===== config.mk =====
export PLATFORM = sky130hd
export DESIGN_NAME = alarm_entry_ctrl
export DESIGN_NICKNAME = d
export VERILOG_FILES = /design/src/rtl/clock_pkg.sv /design/src/rtl/key_shift_reg.sv /design/src/rtl/alarm_entry_ctrl.sv
export SDC_FILE = /design/constraint.sdc
export NUM_CORES = 1
export LEC_CHECK = 0
export CORE_AREA = 3 3 84 86
export CTS_BUF_LIST = sky130_fd_sc_hd__clkbuf_16
export CTS_CLUSTER_SIZE = 25
export DETAILED_ROUTE_END_ITERATION = 12
export DIE_AREA = 0 0 87 89
export DONT_BUFFER_PORTS = 1
export SYNTH_ARGS = -nofsm -noshare
export SYNTH_HDL_FRONTEND = slang
export SYNTH_SLANG_ARGS = --single-unit

===== constraint.sdc =====
create_clock -name clock -period 4.3 [get_ports clock]
set_input_delay 0.86 -clock clock [delete_from_list [all_inputs] [get_ports clock]]
set_output_delay 0.86 -clock clock [all_outputs]
set_load 0.03 [all_outputs]

===== src/rtl/clock_pkg.sv =====
// Shared definitions for the alarm clock keypad-entry logic.
//   - key codes for the command keys (digits are 0-9)
//   - state encoding of the entry controller
//   - BCD limits and a helper that checks a buffered HH:MM for legality
package clock_pkg;

    localparam logic [3:0] KEY_ALARM = 4'hA;
    localparam logic [3:0] KEY_TIME  = 4'hB;
    localparam logic [3:0] KEY_CLEAR = 4'hC;

    localparam logic [3:0] MAX_MS_HR      = 4'd2;
    localparam logic [3:0] MAX_LS_HR_AT_2 = 4'd3;
    localparam logic [3:0] MAX_MS_MIN     = 4'd5;
    localparam logic [3:0] MAX_BCD        = 4'd9;

    typedef enum logic [1:0] {
        ST_SHOW_TIME  = 2'd0,
        ST_ENTRY      = 2'd1,
        ST_SHOW_ALARM = 2'd2
    } entry_state_t;

    function automatic logic is_digit(input logic [3:0] k);
        return k <= MAX_BCD;
    endfunction

    // 00:00 .. 23:59; hour tens of 2 limits the hour units to 0-3
    function automatic logic valid_hhmm(input logic [3:0] ms_hr, input logic [3:0] ls_hr,
                                        input logic [3:0] ms_min, input logic [3:0] ls_min);
        return (ms_hr <= MAX_MS_HR) &&
               ((ms_hr != MAX_MS_HR) || (ls_hr <= MAX_LS_HR_AT_2)) &&
               (ls_hr <= MAX_BCD) &&
               (ms_min <= MAX_MS_MIN) &&
               (ls_min <= MAX_BCD);
    endfunction

endpackage


===== src/rtl/key_shift_reg.sv =====
// Four-digit BCD entry buffer with a saturating digit count.
//   clock, reset : posedge clock, synchronous active-high reset
//   load         : buffer <= {0,0,0,din}, count <= 1 (first digit of an entry)
//   shift        : shift din in at the minute-units end, count saturates at 4
//   clear        : buffer and count to zero
//   din          : BCD digit to load/shift
//   ms_hr..ls_min: buffered digits, hour tens first
//   count        : number of digits entered, 0-4
// Priority: reset/clear, then load, then shift; otherwise hold.
module key_shift_reg (
    input  logic       clock,
    input  logic       reset,
    input  logic       load,
    input  logic       shift,
    input  logic       clear,
    input  logic [3:0] din,
    output logic [3:0] ms_hr,
    output logic [3:0] ls_hr,
    output logic [3:0] ms_min,
    output logic [3:0] ls_min,
    output logic [2:0] count
);

    always_ff @(posedge clock) begin
        if (reset || clear) begin
            ms_hr  <= 4'd0;
            ls_hr  <= 4'd0;
            ms_min <= 4'd0;
            ls_min <= 4'd0;
            count  <= 3'd0;
        end else if (load) begin
            ms_hr  <= 4'd0;
            ls_hr  <= 4'd0;
            ms_min <= 4'd0;
            ls_min <= din;
            count  <= 3'd1;
        end else if (shift) begin
            // Last four keys win: older digits fall off the hour-tens end
            ms_hr  <= ls_hr;
            ls_hr  <= ms_min;
            ms_min <= ls_min;
            ls_min <= din;
            if (count < 3'd4) count <= count + 3'd1;
        end
    end

endmodule


===== src/rtl/alarm_entry_ctrl.sv =====
// Keypad-entry controller for the alarm clock.
// Collects four BCD digits, validates HH:MM on ALARM/TIME and issues a
// one-cycle load strobe (or entry_error), drives the display-select flags
// and aborts an idle entry after TIMEOUT_SEC one-second ticks.
//   clock, reset           : posedge clock, synchronous active-high reset
//   one_second             : 1 Hz single-cycle tick
//   key_valid, key         : key strobe and code (0-9, A alarm, B time, C clear)
//   new_alarm_*            : buffered digits (registered)
//   load_new_alarm/time    : commit strobes, aligned with the committed digits
//   show_new_time          : high while in ENTRY
//   show_alarm             : high while in SHOW_ALARM
//   entry_error            : rejected commit or entry timeout
module alarm_entry_ctrl
    import clock_pkg::*;
#(
    parameter int TIMEOUT_SEC    = 10,
    parameter int SHOW_ALARM_SEC = 5
) (
    input  logic       clock,
    input  logic       reset,
    input  logic       one_second,
    input  logic       key_valid,
    input  logic [3:0] key,
    output logic [3:0] new_alarm_ms_hr,
    output logic [3:0] new_alarm_ls_hr,
    output logic [3:0] new_alarm_ms_min,
    output logic [3:0] new_alarm_ls_min,
    output logic       load_new_alarm,
    output logic       load_new_time,
    output logic       show_new_time,
    output logic       show_alarm,
    output logic       entry_error
);

    localparam int TMAX = (TIMEOUT_SEC > SHOW_ALARM_SEC) ? TIMEOUT_SEC : SHOW_ALARM_SEC;
    localparam int TW   = (TMAX < 1) ? 1 : $clog2(TMAX + 1);

    // Tick counts at which the *next* tick reaches the limit
    localparam logic [TW-1:0] TIMEOUT_LAST = TW'(TIMEOUT_SEC - 1);
    localparam logic [TW-1:0] SHOW_LAST    = TW'(SHOW_ALARM_SEC - 1);

    entry_state_t  state, state_nx;
    logic [TW-1:0] timer, timer_nx;
    logic          buf_load, buf_shift, buf_clear;
    logic          la_nx, lt_nx, err_nx;
    logic [2:0]    count;
    logic          commit_ok;

    key_shift_reg u_buf (
        .clock  (clock),
        .reset  (reset),
        .load   (buf_load),
        .shift  (buf_shift),
        .clear  (buf_clear),
        .din    (key),
        .ms_hr  (new_alarm_ms_hr),
        .ls_hr  (new_alarm_ls_hr),
        .ms_min (new_alarm_ms_min),
        .ls_min (new_alarm_ls_min),
        .count  (count)
    );

    assign commit_ok = (count == 3'd4) &&
                       valid_hhmm(new_alarm_ms_hr, new_alarm_ls_hr,
                                  new_alarm_ms_min, new_alarm_ls_min);

    always_comb begin
        state_nx  = state;
        timer_nx  = timer;
        buf_load  = 1'b0;
        buf_shift = 1'b0;
        buf_clear = 1'b0;
        la_nx     = 1'b0;
        lt_nx     = 1'b0;
        err_nx    = 1'b0;

        unique case (state)
            ST_SHOW_TIME: begin
                if (key_valid) begin
                    if (is_digit(key)) begin
                        buf_load = 1'b1;
                        timer_nx = '0;
                        state_nx = ST_ENTRY;
                    end else if (key == KEY_ALARM) begin
                        timer_nx = '0;
                        state_nx = ST_SHOW_ALARM;
                    end
                end
            end

            ST_ENTRY: begin
                // A key always wins over a coincident tick
                if (key_valid) begin
                    timer_nx = '0;
                    if (is_digit(key)) begin
                        buf_shift = 1'b1;
                    end else if (key == KEY_ALARM || key == KEY_TIME) begin
                        la_nx    = commit_ok && (key == KEY_ALARM);
                        lt_nx    = commit_ok && (key == KEY_TIME);
                        err_nx   = !commit_ok;
                        state_nx = ST_SHOW_TIME;
                    end else if (key == KEY_CLEAR) begin
                        buf_clear = 1'b1;
                        state_nx  = ST_SHOW_TIME;
                    end
                end else if (one_second) begin
                    if (timer == TIMEOUT_LAST) begin
                        err_nx   = 1'b1;
                        timer_nx = '0;
                        state_nx = ST_SHOW_TIME;
                    end else begin
                        timer_nx = timer + TW'(1);
                    end
                end
            end

            ST_SHOW_ALARM: begin
                if (key_valid) begin
                    state_nx = ST_SHOW_TIME;
                end else if (one_second) begin
                    if (timer == SHOW_LAST) begin
                        timer_nx = '0;
                        state_nx = ST_SHOW_TIME;
                    end else begin
                        timer_nx = timer + TW'(1);
                    end
                end
            end

            default: state_nx = ST_SHOW_TIME;
        endcase
    end

    always_ff @(posedge clock) begin
        if (reset) begin
            state          <= ST_SHOW_TIME;
            timer          <= '0;
            load_new_alarm <= 1'b0;
            load_new_time  <= 1'b0;
            entry_error    <= 1'b0;
            show_new_time  <= 1'b0;
            show_alarm     <= 1'b0;
        end else begin
            state          <= state_nx;
            timer          <= timer_nx;
            load_new_alarm <= la_nx;
            load_new_time  <= lt_nx;
            entry_error    <= err_nx;
            show_new_time  <= (state_nx == ST_ENTRY);
            show_alarm     <= (state_nx == ST_SHOW_ALARM);
        end
    end

endmodule


==> metrics.yaml <==
pwr:
  switching_power_w: 0.000170
  power.internal_w: 0.000521
  irDropWorstVdd_uv: 164
  clock_power_share: 0.477
  power-per-cell-area_nw_per_um2: 391
  pwr-share-seq: 0.434
  leakage_power_nw: 0.739
  switching_share: 0.246
  power.share.combinational: 0.089
floorplan:
  io_pins: 29
  coreArea_sq_um: 6350
  die_area_sq_um: 7740
  die_x_um: 87
  die_ht_um: 89
  std_cell_rows: 29
  initial_core_utilization: 0.247
setup_path:
  reg2reg_depth: 6
  worst-setup-path-type: "flop to flop"
  crit_required_ps: 4470
  timing.rr.end: "u_buf.count[1]"
  critPathLaunchType: "flop"
  worst-path-max-fanout: 13
  crit-reg2reg-launch: "state[1]"
  setup.worst_path.end_class: "flop"
  worstPathArrival_ps: 2410
  register_to_register_setup_slack_ps: 2060
timing:
  final_critical_delay_including_setup_and_external_delays_ps: 2240
  finalMaxSlewViolations: 0
  final_critical_path_share_of_the_clock_period: 0.521
  timing.clock.skew_ps: 4.41
  highest_clock_rate_mhz: 446
  accumulated_negative_setup_slack_ps: 0
  tightest_slew_ps: 694
  setup_viol_count_final: 0
  timing.slew.headroom: 0.536
  timing_hold_violations_final: 0
  rsz0062_at_grt: "no"
flow_run:
  drv.max_cap_violation_count: 0
cts:
  ctsResizeCount: 0
  clk_pin_slew_worst_paths_ps: 50
  ctsHoldBuffers: 0
  tritoncts: "built"
  cts_setup_buffers: 0
  htreeDepth: 2
  cts_sinks: 30
  clk_path_buf_depth: 2
  clock_root_buffer: "sky130_fd_sc_hd__clkbuf_16"
  worst_skew_pair.late_latency_ps: 280
  tritoncts.num_buffers: 5
synthesis:
  yosys_most_used_dff: "sky130_fd_sc_hd__dfxtp_1"
  count_of_synthesis_stage_warnings_from_yosys: 0
  synthArstFlopShare: 0
  synth-seq-area-share: 0.383
  synth_enable_flop_cells: 0
  synth_area_sq_um: 1570
  syn_avg_cell_area_sq_um: 9.56
  synth_cell_type_count: 47
  postSynthRegisterBits: 30
  postSynthNetCount: 181
  postSynthCellCount: 164
detailed_routing:
  drt.antenna.violating_nets: 0
  via_per_inst: 4.70
  via_count: 1141
  drt_pre_antenna_iters: 4
  totalWireLength_um: 3380
  drt-initial-drc-count: 79
  mean_routed_wirelength_per_cell_um: 13.9
  remaining_drc_errors: 0
layout:
  seq_area_sq_um: 601
  antennaDiodeCount: 0
  final_core_util: 0.278
  fin_nets: 182
  multi_input_area_sq_um: 885
  most-common-layout-cells: "30 x sky130_fd_sc_hd__dfxtp_1, 19 x sky130_fd_sc_hd__nor2_1, 14 x sky130_fd_sc_hd__mux2i_1, 10 x sky130_fd_sc_hd__inv_1, 9 x sky130_fd_sc_hd__ha_1"
  fillers: 647
  area.growth.synth_to_final_pct: 12.5
  most_common_library_cell_in_the_layout_ignoring_fill_and_taps: "sky130_fd_sc_hd__dfxtp_1"
  post_route_cells_drive_above_1_share: 0.163
global_route:
  groute.usage.overall: 0.0947
  antenna_found_initial: 0
  first_global_vias: 1103
  grt_max_degree: 15
  grt_remaining_overflow: 0
  grt_first_pass_wirelength_um: 5460
placed_design:
  place_hpwl_um: 2530
  routabilityCongestion: 0.772
  port-buffer-count: 0
hold_path:
  hp-start: "timer[1]"
  hold_class: "flop to flop"
  worstHoldEndpoint: "timer[1]"
  worstHoldPathCells: 2
run_status:
  outcome: "complete, no violations"
## routing by layer
metal / track usage / wire [um] / vias to the layer above / part of all wire
li1: - / - / 573 / -
met1: 0.110 / 1490 / 533 / 0.44
met2: 0.128 / 1410 / 27 / 0.42
met3: 0.0571 / 377 / 8 / 0.11
met4: 0.0652 / 99 / 0 / 0.029
met5: 0 / 0 / - / 0
## per-stage QoR
stage          total power [W]  instances  hold slack (ps)  cell area [sq um]  worst slack [ps]
2_1_floorplan         0.000360        164              451               1570              2420
3_3_place_gp          0.000366        235              478               1620              2010
3_5_place_dp          0.000366        235              487               1620              1920
4_1_cts               0.000702        243              494               1760              2020
5_1_grt               0.000718        243              519               1760              1860
6_report              0.000691        243              487               1760              2060
## critical path: stages (launching register included)
cell and delay, ps:
sky130_fd_sc_hd__dfxtp_1 360, sky130_fd_sc_hd__inv_1 100, sky130_fd_sc_hd__ha_1 410, sky130_fd_sc_hd__nand3_1 600, sky130_fd_sc_hd__nor2_1 400, sky130_fd_sc_hd__mux2i_1 230, sky130_fd_sc_hd__nor2_1 50
## synth_stat cells, drive strengths merged, types with 2 or more instances
library cell	n	area share
nand3b	2	0.0096
nand2	10	0.027
o31ai	2	0.0096
o32ai	3	0.034
o21ai	7	0.030
nor2b	2	0.0080
inv	11	0.026
dfxtp	30	0.38
nor4b	3	0.021
mux2i	14	0.089
nand4b	2	0.015
and3	2	0.0080
ha	9	0.072
and2	3	0.012
nor3	2	0.0064
buf	5	0.024
nand3	7	0.022
nor2	21	0.053
o21a	2	0.0096
nand2b	4	0.030
and3b	2	0.011
a21oi	8	0.028
## registers in the layout, summed over array words and instances, names as in the netlist
signal	flops
u_buf.ms_min	4
state	2
u_buf.ms_hr	4
show_alarm	1
load_new_alarm	1
show_new_time	1
load_new_time	1
u_buf.ls_hr	4
timer	4
entry_error	1
u_buf.count	3
u_buf.ls_min	4
## cells by family (layout without fill, tap and decap cells)
kind of cell,count (synthesis),in the layout,synth area share
xor gates and xnor gates,1,1,0.00559
adders and majority gates,9,9,0.0718
AOI/OAI and AO/OA,30,30,0.161
and+or+nand+nor,63,63,0.236
DFF,30,30,0.383
muxes,14,14,0.0894
buffers and inverters,17,19,0.0527
## layout make-up
| type | instances | area share |
|---|---|---|
| Clock inverter | 3 | 0.00922 |
| Tap cell | 77 | 0.0546 |
| Multi-Input combinational cell | 117 | 0.501 |
| Inverter | 11 | 0.0234 |
| Sequential cell | 30 | 0.340 |
| Clock buffer | 5 | 0.0709 |
## power groups by stage
stage / logic (W) / registers [W] / clock network, W
after floorplan: 0.0000573 / 0.000303 / 0
after global placement: 0.0000609 / 0.000305 / 0
after detailed placement: 0.0000615 / 0.000305 / 0
after CTS: 0.0000619 / 0.000299 / 0.000341
after global routing: 0.0000685 / 0.000300 / 0.000349
final: 0.0000613 / 0.000300 / 0.000330
## worst max path at each step
stage	startpoint	to	cells past startpoint
3_5_place_dp	key[1]	u_buf.count[1]	5
2_1_floorplan	key_valid	show_new_time	6
6_report	state[1]	u_buf.count[1]	6
5_1_grt	state[1]	u_buf.count[0]	6
3_3_place_gp	key[1]	u_buf.count[1]	5
4_1_cts	state[1]	u_buf.count[1]	6
Power figures use the tool's default switching activity.
